File: config.mk
export PLATFORM = sky130hd
export DESIGN_NAME = accel_dispatch_unit
export DESIGN_NICKNAME = d
export VERILOG_FILES = /design/src/rtl/accel_pkg.sv /design/src/rtl/dispatch_latency_counter.sv /design/src/rtl/accel_dispatch_unit.sv
export SDC_FILE = /design/constraint.sdc
export NUM_CORES = 1
export LEC_CHECK = 0
export CAP_MARGIN = 5
export CELL_PAD_IN_SITES_DETAIL_PLACEMENT = 1
export CELL_PAD_IN_SITES_GLOBAL_PLACEMENT = 1
export CORE_AREA = 2 2 66 116
export DETAILED_ROUTE_END_ITERATION = 12
export DIE_AREA = 0 0 68 118
export HOLD_SLACK_MARGIN = 0.15
export PLACE_DENSITY = 0.85
export SYNTH_ARGS = -nofsm -noshare
export SYNTH_HDL_FRONTEND = slang
export SYNTH_HIERARCHICAL = 1
export SYNTH_SLANG_ARGS = --single-unit
File: constraint.sdc
create_clock -name clk -period 5.8 [get_ports clk]
set_input_delay 1.16 -clock clk [delete_from_list [all_inputs] [get_ports clk]]
set_output_delay 1.16 -clock clk [all_outputs]
set_load 0.1 [all_outputs]
File: src/rtl/accel_pkg.sv
// rtl/accel_pkg.sv - shared opcodes, host command fill values and dispatcher state encoding
package accel_pkg;

   // Opcodes: value k selects engine k-1
   localparam int MULTIPLICATION_OPERATION = 1;
   localparam int CONVOLUTION_OPERATION    = 2;

   // Host command words are a single bit replicated across the status width
   localparam bit STATUS_START = 1'b1;   // all-ones: launch
   localparam bit STATUS_CLEAR = 1'b0;   // all-zeros: acknowledge / clear

   typedef enum logic [1:0] {
      ST_IDLE = 2'd0,
      ST_RUN  = 2'd1,
      ST_DONE = 2'd2,
      ST_ERR  = 2'd3
   } dispatch_state_e;

endpackage

File: src/rtl/dispatch_latency_counter.sv
// rtl/dispatch_latency_counter.sv - saturating run-cycle counter with clear, enable and limit compare
module dispatch_latency_counter #(
   parameter int CNT_WIDTH = 24,
   parameter int LIMIT     = 0     // 0 disables the limit compare
) (
   input  logic                 clk,
   input  logic                 reset_n,
   input  logic                 i_clear,
   input  logic                 i_enable,
   output logic [CNT_WIDTH-1:0] o_count,
   output logic                 o_at_limit
);

   logic [CNT_WIDTH-1:0] r_count;

   // Count enabled cycles, holding at all-ones instead of wrapping
   always_ff @(posedge clk or negedge reset_n) begin
      if (!reset_n) begin
         r_count <= '0;
      end else if (i_clear) begin
         r_count <= '0;
      end else if (i_enable && (r_count != '1)) begin
         r_count <= r_count + CNT_WIDTH'(1);
      end
   end

   // High when the next counted cycle is the LIMIT-th one
   assign o_at_limit = (LIMIT > 0) && (r_count >= CNT_WIDTH'(LIMIT - 1));
   assign o_count    = r_count;

endmodule

File: src/rtl/accel_dispatch_unit.sv
// rtl/accel_dispatch_unit.sv - launches one accelerator per host start; optional watchdog via DISPATCH_WATCHDOG_EN
module accel_dispatch_unit
   import accel_pkg::*;
#(
   parameter int NUM_ENGINES    = 2,
   parameter int OP_WIDTH       = 32,
   parameter int STATUS_WIDTH   = 32,
   parameter int CNT_WIDTH      = 24,
   parameter int TIMEOUT_CYCLES = 1_000_000
) (
   input  logic                    clk,
   input  logic                    reset_n,
   input  logic [STATUS_WIDTH-1:0] status,
   input  logic [OP_WIDTH-1:0]     operation,
   input  logic [NUM_ENGINES-1:0]  engine_done,
   output logic [NUM_ENGINES-1:0]  engine_enable,
   output logic                    busy,
   output logic                    finished,
   output logic                    error,
   output logic                    error_timeout,
   output logic [CNT_WIDTH-1:0]    cycle_count
);

`ifdef DISPATCH_WATCHDOG_EN
   localparam bit WD_EN = 1'b1;
`else
   localparam bit WD_EN = 1'b0;
`endif
   // Without the watchdog the counter never reports a limit, so expiry is constant 0
   localparam int WD_LIMIT = WD_EN ? TIMEOUT_CYCLES : 0;

   dispatch_state_e        r_state;
   logic [NUM_ENGINES-1:0] r_enable;
   logic                   r_busy;
   logic                   r_finished;
   logic                   r_error;
   logic                   r_error_timeout;

   logic                   w_start;
   logic                   w_clear;
   logic                   w_op_valid;
   logic [OP_WIDTH-1:0]    w_op_m1;
   logic [NUM_ENGINES-1:0] w_onehot;
   logic                   w_sel_done;
   logic                   w_launch;
   logic                   w_expire;

   assign w_start    = (status == {STATUS_WIDTH{STATUS_START}});
   assign w_clear    = (status == {STATUS_WIDTH{STATUS_CLEAR}});
   assign w_op_valid = (operation >= OP_WIDTH'(MULTIPLICATION_OPERATION)) &&
                       (operation <= OP_WIDTH'(NUM_ENGINES));
   assign w_op_m1    = operation - OP_WIDTH'(1);
   assign w_onehot   = NUM_ENGINES'(1) << w_op_m1;
   // The latched enable mask doubles as the done selector: only the running engine is heard
   assign w_sel_done = |(engine_done & r_enable);
   assign w_launch   = (r_state == ST_IDLE) && w_start && w_op_valid;

   dispatch_latency_counter #(
      .CNT_WIDTH (CNT_WIDTH),
      .LIMIT     (WD_LIMIT)
   ) u_latency (
      .clk        (clk),
      .reset_n    (reset_n),
      .i_clear    (w_launch),
      .i_enable   (r_state == ST_RUN),
      .o_count    (cycle_count),
      .o_at_limit (w_expire)
   );

   // Dispatcher FSM with registered outputs; done takes priority over watchdog expiry
   always_ff @(posedge clk or negedge reset_n) begin
      if (!reset_n) begin
         r_state         <= ST_IDLE;
         r_enable        <= '0;
         r_busy          <= 1'b0;
         r_finished      <= 1'b0;
         r_error         <= 1'b0;
         r_error_timeout <= 1'b0;
      end else begin
         case (r_state)
            ST_IDLE: begin
               if (w_start) begin
                  if (w_op_valid) begin
                     r_state  <= ST_RUN;
                     r_enable <= w_onehot;
                     r_busy   <= 1'b1;
                  end else begin
                     r_state         <= ST_ERR;
                     r_error         <= 1'b1;
                     r_error_timeout <= 1'b0;
                  end
               end
            end
            ST_RUN: begin
               if (w_sel_done) begin
                  r_state    <= ST_DONE;
                  r_enable   <= '0;
                  r_busy     <= 1'b0;
                  r_finished <= 1'b1;
               end else if (w_expire) begin
                  r_state         <= ST_ERR;
                  r_enable        <= '0;
                  r_busy          <= 1'b0;
                  r_error         <= 1'b1;
                  r_error_timeout <= 1'b1;
               end
            end
            ST_DONE: begin
               if (w_clear) begin
                  r_state    <= ST_IDLE;
                  r_finished <= 1'b0;
               end
            end
            ST_ERR: begin
               if (w_clear) begin
                  r_state         <= ST_IDLE;
                  r_error         <= 1'b0;
                  r_error_timeout <= 1'b0;
               end
            end
            default: r_state <= ST_IDLE;
         endcase
      end
   end

   assign engine_enable = r_enable;
   assign busy          = r_busy;
   assign finished      = r_finished;
   assign error         = r_error;
   assign error_timeout = r_error_timeout;

endmodule
==> impl_metrics.yaml, run 1 <==
finish:
  multi_input_area_um2: 1410
  fill_cells: 858
  antenna_cells: 0
  final_area_um2: 3490
  fin_nets: 439
  drive_gt1_share_pct: 6.79
  syn2layout_area_growth_pct: 52.5
  regArea_um2: 801
setup_path:
  crit_top_cell: "inv_1"
  crit_type: "input port to flip-flop"
  startpoint_type: "input port"
  cp_slowest_cell: "and3_1"
  critPathMaxStageDelay_ns: 0.85
  required_ns: 5.96
  path_delay_family: "simple AND/OR/NAND/NOR gates"
  worst_setup_path_end_kind: "flip-flop"
  crit_chain: "clkdlybuf4s50_1 -> inv_1 -> ha_1 -> nand2b_1 -> o2111ai_1 -> or4_4 -> inv_1 -> and3_1 -> nor2_1 -> mux2_2"
  cp_num_buf_inv: 3
  critPathArrivalTime_ns: 4.25
  path_max_fanout: 29
die:
  rows: 41
  start_util_pct: 32.3
  die_width_um: 68
  die-area_um2: 8020
  core_area_um2: 7080
  dieHeight_um: 118
  ioPinCount: 98
detailed_routing:
  route.detailed.wl_per_inst_um: 17.4
  vias_per_cell: 5.75
  ant_nets: 0
  first_pass_iters: 4
  vias: 2609
  drt_iter0_drc: 105
  drc: 0
  finalWirelength_um: 7890
timing:
  hold_viol: 0
  hold-worst-slack_ns: 0.489
  rsz0062_at_grt: "false"
  tightest_slew_ns: 1.03
  timing.fmax_mhz: 245
  finalSetupTns_ns: 0
  fin_crit_ns: 4.09
  fin_skew_ns: 0.00455
  fin_crit_sh_pct: 70.5
  final-setup-viol-count: 0
  slew_headroom_pct: 31.5
  drv_slew: 0
global_routing:
  antenna_found_initial: 0
  gr-total-overflow: 0
  grt_max_degree: 33
  grt_pass1_wl_um: 13200
  grt_pass1_vias: 2922
  track_usage_pct: 21.1
clock_tree:
  cts_max_path_buffers: 2
  cts_tree: "done"
  cts_resized: 0
  postCtsSetupRepairBufs: 0
  cts_buffers: 5
  cts_sinks: 32
  clk_latency_ns: 0.28
  htreeDepth: 2
  ctsHoldBuffers: 0
  cts_root_buf: "clkbuf_16"
  worst_setup_hold_path_clk_slew_ns: 0.05
yosys:
  ys_ff_latch: 32
  synth_top_cells_by_count: "dfrtp_1 (32), nor2_1 (27), nand2_1 (22)"
  avgSynthCellArea_um2: 8.53
  synth_top_area_cell: "dfrtp_1"
  synthArstFlopShare_pct: 100
  synth.distinct_cells: 54
  synthTopCellsByArea: "dfrtp_1 (35%), nand4_1 (5.2%), nor2_1 (4.4%)"
  syn_nets: 340
  synth_edf_count: 0
  seq_area_frac_synth_pct: 35.0
  synth_ff_type: "dfrtp_1"
  mappedNetlistArea_um2: 2290
  synth_warnings: 6
  synth_top_area_share_pct: 35.0
  netlist_instances: 268
  synth.most_common_cell: "dfrtp_1"
hold_path:
  hold_path.class: "flip-flop to flip-flop"
placed_design:
  port_buffers: 97
  place_congestion: 0.802
  dp_hpwl_um: 6240
  post_dp_cell_area_um2: 3340
power:
  p_per_area_nw_per_um2: 161
  vdd.ir_drop.worst_mv: 0.0873
  p_leak_nw: 1.32
flow_run:
  timing.max_cap.violations: 0
run_status:
  status: "complete, no violations"
[worst reg2reg max path, stage by stage, from the launching register on]
cell and delay [ns]:
dfrtp_1 0.49, nor2_1 0.19, nand3b_1 0.13, or4_4 0.46
inv_1 0.10, and3_1 0.85, nor2_1 0.13, mux2_2 0.30
[where the power goes]
group	internal [mW]	total, mW	switching, mW
clock	0.171	0.263	0.0915
sequential	0.224	0.224	0.0000000523
combinational	0.0477	0.0751	0.0274
[through the flow]
stage | std cells | util [%] | power, mW | worst slack [ns]
6_report | 454 | 49.3 | 0.561 | 1.71
5_1_grt | 454 | 49.3 | 0.582 | 1.48
4_1_cts | 454 | 49.3 | 0.567 | 1.70
3_5_place_dp | 446 | 47.2 | 0.302 | 1.46
3_3_place_gp | 446 | 47.2 | 0.299 | 1.53
2_1_floorplan | 268 | - | 0.241 | 2.27
[logic make-up (layout without fill, tap and decap cells)]
logic type	after synthesis	count (layout)	synth area share, %
DFF	32	32	35.0
buffers and inverters	15	115	3.17
xor gates and xnor gates	4	4	1.53
and+or+nand+nor	144	144	36.5
muxes	5	5	2.74
AOI/OAI and AO/OA	63	63	18.7
other	1	1	0.164
adders and majority gates	4	4	2.19
[worst paths after layout]
| path | from | end | slack (ns) | cells after the start |
|---|---|---|---|---|
| setup / recovery | operation[0] | u_latency/o_count[19]$_DFFE_PN0P_ | 1.71 | 10 |
| hold / removal | finished$_DFFE_PN0P_ | finished$_DFFE_PN0P_ | 0.49 | 2 |
| setup reg to reg | r_state[0]$_DFFE_PN0P_ | u_latency/o_count[19]$_DFFE_PN0P_ | 3.03 | 7 |
| hold reg to reg | finished$_DFFE_PN0P_ | finished$_DFFE_PN0P_ | 0.49 | 2 |
| max in group asynchronous | reset_n | busy$_DFFE_PN0P_ | 4.20 | 2 |
| min in group asynchronous | reset_n | u_latency/o_count[0]$_DFFE_PN0P_ | 1.30 | 2 |
[area by class of cell]
class,count,area share (%)
clock buffers,8,4.20
inverters,7,0.753
multi-input cells,221,40.5
flip-flops and latches,32,23.0
well taps,86,3.08
repair buffers,100,28.5
[state kept, by name, summed over array words and instances (netlist names)]
name and flops:
error 1, error_timeout 1, finished 1, engine_enable 2, r_state 2, u_latency/o_count 24, busy 1
[layer usage]
metal	vias up	share of wire [%]	wire length [um]	track usage [%]
met5	-	0	0	0
li1	1233	-	-	-
met1	1266	33	2590	20.1
met4	0	3.4	267	9.00
met3	21	4.5	355	4.40
met2	89	59	4680	40.5
[cells in the final DEF, fill, tap and decap left out, types with 7 or more instances in the layout]
cell	instances
a21oi_1	18
clkdlybuf4s50_1	97
dfrtp_1	32
inv_1	7
nand2_1	22
nand3_1	9
nand4_1	19
nor2_1	27
nor4_1	16
o21ai_0	14
o31ai_1	8
or3_1	10
or4_1	7
(Power assumes the default switching activity.)
==> run 2, diff against run 1 <==
--- a/config.mk
+++ b/config.mk
@@ -8,11 +8,11 @@
 export CAP_MARGIN = 5
 export CELL_PAD_IN_SITES_DETAIL_PLACEMENT = 1
 export CELL_PAD_IN_SITES_GLOBAL_PLACEMENT = 1
-export CORE_AREA = 2 2 66 116
+export CORE_AREA = 2 2 68 119
 export DETAILED_ROUTE_END_ITERATION = 12
-export DIE_AREA = 0 0 68 118
+export DIE_AREA = 0 0 70 121
 export HOLD_SLACK_MARGIN = 0.15
-export PLACE_DENSITY = 0.85
+export PLACE_DENSITY = 0.8
 export SYNTH_ARGS = -nofsm -noshare
 export SYNTH_HDL_FRONTEND = slang
 export SYNTH_HIERARCHICAL = 1
==> constraint.sdc (replaced) <==
create_clock -name clk -period 4.15 [get_ports clk]
set_input_delay 0.83 -clock clk [delete_from_list [all_inputs] [get_ports clk]]
set_output_delay 0.83 -clock clk [all_outputs]
set_load 0.1 [all_outputs]
==> run 2 against run 1 <==
Net effect: global-route usage is 2.1 points lower; clock-buffer cell count is 2 lower; setup slack worse by 0.85 ns; via count is 0.88% lower; routed wire length is 1.3% higher; sequential power is 40% higher; critical endpoint is now u_latency/o_count[18]$_DFFE_PN0P_; largest power group unchanged.
==> impl_metrics.yaml, run 2 (same netlist as run 1, synthesis figures left out) <==
setup_path:
  crit_type: "input port to flip-flop"
  reg2reg_slack_ns: 1.61
  crit_chain: "clkdlybuf4s50_1 -> inv_1 -> ha_1 -> nand2b_1 -> o2111ai_1 -> or4_4 -> inv_1 -> and3_1 -> buf_4 -> nor2_1 -> mux2_2"
  required_ns: 4.30
  path_max_fanout: 29
  r2r-end: "u_latency/o_count[2]$_DFFE_PN0P_"
  r2r-start: "u_latency/o_count[0]$_DFFE_PN0P_"
  cp_num_buf_inv: 4
  worst_setup_path_end_kind: "flip-flop"
  critPathArrivalTime_ns: 3.43
  crit_top_cell: "inv_1"
  cp_slowest_cell: "clkdlybuf4s50_1"
  reg2reg_depth: 6
  critPathMaxStageDelay_ns: 0.55
  path_delay_family: "buffers and inverters"
  startpoint_type: "input port"
finish:
  antenna_cells: 0
  final_cell_mix: "clkdlybuf4s50_1 (97), dfrtp_1 (32), nor2_1 (27), nand2_1 (22), nand4_1 (19)"
  largest_reg_flops: 24
  multi_input_area_um2: 1410
  regArea_um2: 801
  syn2layout_area_growth_pct: 52.7
  drive_gt1_share_pct: 7.32
  fin_nets: 441
  layout_commonest_cell: "clkdlybuf4s50_1"
  fill_cells: 892
  final_core_util_pct: 46.8
die:
  start_util_pct: 30.7
  rows: 42
  die-area_um2: 8470
  die_width_um: 70
  core_area_um2: 7460
  ioPinCount: 98
  dieHeight_um: 121
hold_path:
  worst_hold_path.endpoint: "busy$_DFFE_PN0P_"
  hold_path.class: "flip-flop to flip-flop"
  holdPathStages: 2
  min_from: "busy$_DFFE_PN0P_"
detailed_routing:
  first_pass_iters: 4
  drc: 0
  finalWirelength_um: 8000
  route.detailed.wl_per_inst_um: 17.5
  vias_per_cell: 5.66
  drt_iter0_drc: 40
  ant_nets: 0
  vias: 2586
clock_tree:
  clk_latency_ns: 0.27
  htreeDepth: 2
  cts_sinks: 32
  cts_max_path_buffers: 2
  cts_tree: "done"
  ctsHoldBuffers: 0
  cts_buffers: 5
  postCtsSetupRepairBufs: 0
  worst_setup_hold_path_clk_slew_ns: 0.05
  cts_resized: 0
  cts_root_buf: "clkbuf_16"
global_routing:
  grt_util_met3_pct: 3.07
  grt-busiest-layer: "met2"
  use_met1_pct: 18.0
  grt_max_degree: 33
  gr-total-overflow: 0
  grt_use_met2_pct: 39.5
  grt_pass1_vias: 2816
  grt_pass1_wl_um: 12900
  track_usage_pct: 19.0
  antenna_found_initial: 0
power:
  p_per_area_nw_per_um2: 217
  p_leak_nw: 1.33
  vdd.ir_drop.worst_mv: 0.209
timing:
  drv_slew: 0
  fin_crit_sh_pct: 79.1
  rsz0062_at_grt: "false"
  fin_crit_ns: 3.28
  timing.fmax_mhz: 305
  fin_ws_ns: 0.866
  fin_skew_ns: 0.00917
  final-setup-viol-count: 0
  hold_viol: 0
  finalSetupTns_ns: 0
  tightest_slew_ns: 1.01
  slew_headroom_pct: 32.4
placed_design:
  dp_slack_ns: 0.571
  place_congestion: 0.808
  port_buffers: 97
  dp_hpwl_um: 6270
flow_run:
  timing.max_cap.violations: 0
run_status:
  status: "complete, no violations"
==> run 2: cell types whose count changed in the layout (fill, tap and decap cells not counted), sizes merged <==
| cell | before | now |
|---|---|---|
| clkinv | 0 | 1 |
| buf | 3 | 5 |
| clkbuf | 8 | 6 |
==> run 2: final cells by class <==
| cell class | count | area share (%) |
|---|---|---|
| Clock buffer | 6 | 3.69 |
| Clock inverter | 1 | 0.143 |
| Inverter | 7 | 0.752 |
| Multi-Input combinational cell | 221 | 40.5 |
| Sequential cell | 32 | 22.9 |
| Tap cell | 88 | 3.15 |
| Timing Repair Buffer | 102 | 28.9 |
==> run 2: how the worst max path moves through the flow <==
| stage | depth (start not counted) | from | end |
|---|---|---|---|
| final | 11 | operation[0] | u_latency/o_count[18]$_DFFE_PN0P_ |
| after global routing | 11 | operation[0] | u_latency/o_count[18]$_DFFE_PN0P_ |
| after CTS | 11 | operation[0] | u_latency/o_count[18]$_DFFE_PN0P_ |
| after detailed placement | 11 | operation[0] | u_latency/o_count[2]$_DFFE_PN0P_ |
| after global placement | 11 | operation[0] | u_latency/o_count[2]$_DFFE_PN0P_ |
| after floorplan | 9 | operation[14] | u_latency/o_count[0]$_DFFE_PN0P_ |
==> run 2: through the flow <==
stage	hold slack (ns)	instance area (um^2)	power (mW)	instances
3_3_place_gp	0.480	3360	0.420	450
5_1_grt	0.527	3490	0.787	457
6_report	0.495	3490	0.757	457
3_5_place_dp	0.491	3360	0.423	450
2_1_floorplan	0.534	2290	0.337	268
4_1_cts	0.502	3490	0.769	457
==> run 2: power by group <==
group	leakage [nW]	internal [mW]	total, mW	switching [mW]
clock network	0.0667	0.217	0.340	0.122
registers	0.343	0.313	0.313	0.0000000717
logic	0.917	0.0670	0.105	0.0377
total	1.33	0.597	0.757	0.160
==> run 2: layer usage <==
| layer | wire (um) | part of all wire [%] | vias to the layer above |
|---|---|---|---|
| met4 | 129 | 1.6 | 0 |
| met5 | 0 | 0 | - |
| met1 | 2850 | 36 | 1255 |
| met2 | 4680 | 59 | 87 |
| met3 | 339 | 4.2 | 10 |
| li1 | - | - | 1234 |
==> run 2: tightest hold or removal path: stages, from the launching register on <==
cell     delay [ns]
dfrtp_1        0.33
nor2_1         0.05
nor2_1         0.07
==> run 3, diff against run 2 <==
==> constraint.sdc (replaced) <==
create_clock -name clk -period 3.3 [get_ports clk]
set_input_delay 0.66 -clock clk [delete_from_list [all_inputs] [get_ports clk]]
set_output_delay 0.66 -clock clk [all_outputs]
set_load 0.1 [all_outputs]
==> run 3 against run 2 <==
Net effect: worst hold slack gained 0.011 ns; first-iteration DRC count shrank 5.0%; setup slack lost 0.51 ns; sequential power grew 26%; combinational power grew 28%; clock skew shrank 0.0019 ns; critical path type unchanged; largest cell class unchanged.
==> impl_metrics.yaml, run 3 (same netlist as run 1, synthesis figures left out) <==
detailed_routing:
  finalWirelength_um: 7980
  ant_nets: 0
  drc: 0
  vias_per_cell: 5.56
  drt_iter0_drc: 38
  first_pass_iters: 4
  vias: 2574
  route.detailed.wl_per_inst_um: 17.2
global_routing:
  grt_pass1_wl_um: 12700
  gr-total-overflow: 0
  grt_max_degree: 33
  track_usage_pct: 18.7
  antenna_found_initial: 0
  grt_pass1_vias: 2704
setup_path:
  critPathArrivalTime_ns: 3.08
  path_max_fanout: 22
  startpoint_type: "input port"
  crit_type: "input port to flip-flop"
  reg2reg_slack_ns: 0.90
  worst_setup_path_end_kind: "flip-flop"
  required_ns: 3.44
  r2r-start: "u_latency/o_count[0]$_DFFE_PN0P_"
  r2r-end: "u_latency/o_count[2]$_DFFE_PN0P_"
  reg2reg_depth: 6
finish:
  regArea_um2: 801
  fin_cells: 463
  syn2layout_area_growth_pct: 52.2
  final_cell_mix: "clkdlybuf4s50_1 (67), buf_4 (39), dfrtp_1 (32), nor2_1 (27), nand2_1 (22)"
  antenna_cells: 0
  multi_input_area_um2: 1410
  fill_cells: 908
  largest_reg_flops: 24
  layout_commonest_cell: "clkdlybuf4s50_1"
  fin_nets: 446
  drive_gt1_share_pct: 16.5
clock_tree:
  htreeDepth: 2
  cts_sinks: 32
  clk_latency_ns: 0.27
  ctsHoldBuffers: 0
  postCtsSetupRepairBufs: 0
  cts_tree: "done"
  cts_resized: 0
  cts_root_buf: "clkbuf_16"
  worst_setup_hold_path_clk_slew_ns: 0.05
  cts_max_path_buffers: 2
  cts_buffers: 5
timing:
  final-setup-viol-count: 0
  fin_skew_ns: 0.00724
  slew_headroom_pct: 46.0
  fin_crit_ns: 2.94
  timing.fmax_mhz: 340
  drv_slew: 0
  hold-worst-slack_ns: 0.505
  finalSetupTns_ns: 0
  hold_viol: 0
  tightest_slew_ns: 0.810
  rsz0062_at_grt: "false"
  fin_crit_sh_pct: 89.1
die:
  start_util_pct: 30.7
  die_width_um: 70
  dieHeight_um: 121
  die-area_um2: 8470
  ioPinCount: 98
  rows: 42
  core_area_um2: 7460
hold_path:
  hold_path.class: "flip-flop to flip-flop"
  worst_hold_path.endpoint: "busy$_DFFE_PN0P_"
  min_from: "busy$_DFFE_PN0P_"
  holdPathStages: 2
placed_design:
  place_congestion: 0.826
  dp_hpwl_um: 6480
  port_buffers: 97
  dp_cells: 455
power:
  p_leak_nw: 1.37
  p_per_area_nw_per_um2: 281
  vdd.ir_drop.worst_mv: 0.331
run_status:
  status: "complete, no violations"
flow_run:
  timing.max_cap.violations: 0
run 3: changes by cell type in the layout (fill, tap and decap cells not counted), sizes merged:
cell | previous run | this run
clkdlybuf4s50 | 97 | 67
clkbuf | 6 | 8
clkinv | 1 | 0
buf | 5 | 40
run 3: per-layer routing:
| layer | GRT usage (%) | routed length [um] | vias up |
|---|---|---|---|
| met5 | 0 | 0 | - |
| met4 | 5.05 | 92 | 0 |
| met3 | 2.74 | 357 | 6 |
| li1 | - | - | 1249 |
| met2 | 39.0 | 4670 | 78 |
| met1 | 18.2 | 2860 | 1241 |
run 3: worst max path at each step:
stage	cells after the start	start	end
after floorplan	9	operation[14]	u_latency/o_count[0]$_DFFE_PN0P_
after global placement	11	operation[0]	u_latency/o_count[2]$_DFFE_PN0P_
after detailed placement	11	operation[0]	u_latency/o_count[19]$_DFFE_PN0P_
after CTS	11	operation[0]	u_latency/o_count[19]$_DFFE_PN0P_
after global routing	11	operation[0]	u_latency/o_count[19]$_DFFE_PN0P_
final	11	operation[0]	u_latency/o_count[19]$_DFFE_PN0P_
run 3: worst max-delay path: stages:
cell and delay, ns:
clkdlybuf4s50_1 0.55, inv_1 0.10, ha_1 0.22, nand2b_1 0.07, o2111ai_1 0.11, or4_4 0.54
inv_1 0.11, and3_1 0.22, buf_12 0.17, nor2_1 0.06, mux2_2 0.27
run 3: stage by stage:
| stage | utilization (%) | setup slack, ns | power, mW | cell area [um^2] |
|---|---|---|---|---|
| 3_5_place_dp | 44.7 | 0.0873 | 0.534 | 3330 |
| 5_1_grt | 46.6 | 0.204 | 1.02 | 3480 |
| 3_3_place_gp | 44.7 | 0.168 | 0.529 | 3330 |
| 6_report | 46.6 | 0.360 | 0.977 | 3480 |
| 4_1_cts | 46.6 | 0.346 | 0.997 | 3480 |
| 2_1_floorplan | - | 0.267 | 0.424 | 2290 |
run 3: layout make-up:
cell class	count	share of cell area, %
Multi-Input combinational cell	221	40.6
Tap cell	88	3.16
Clock buffer	8	4.21
Timing Repair Buffer	107	28.3
Sequential cell	32	23.0
Inverter	7	0.755
run 3: where the power goes:
group          total (mW)  internal [mW]  switching [mW]
combinational       0.134         0.0852          0.0488
sequential          0.393          0.393    0.0000000921
clock               0.450          0.300           0.150
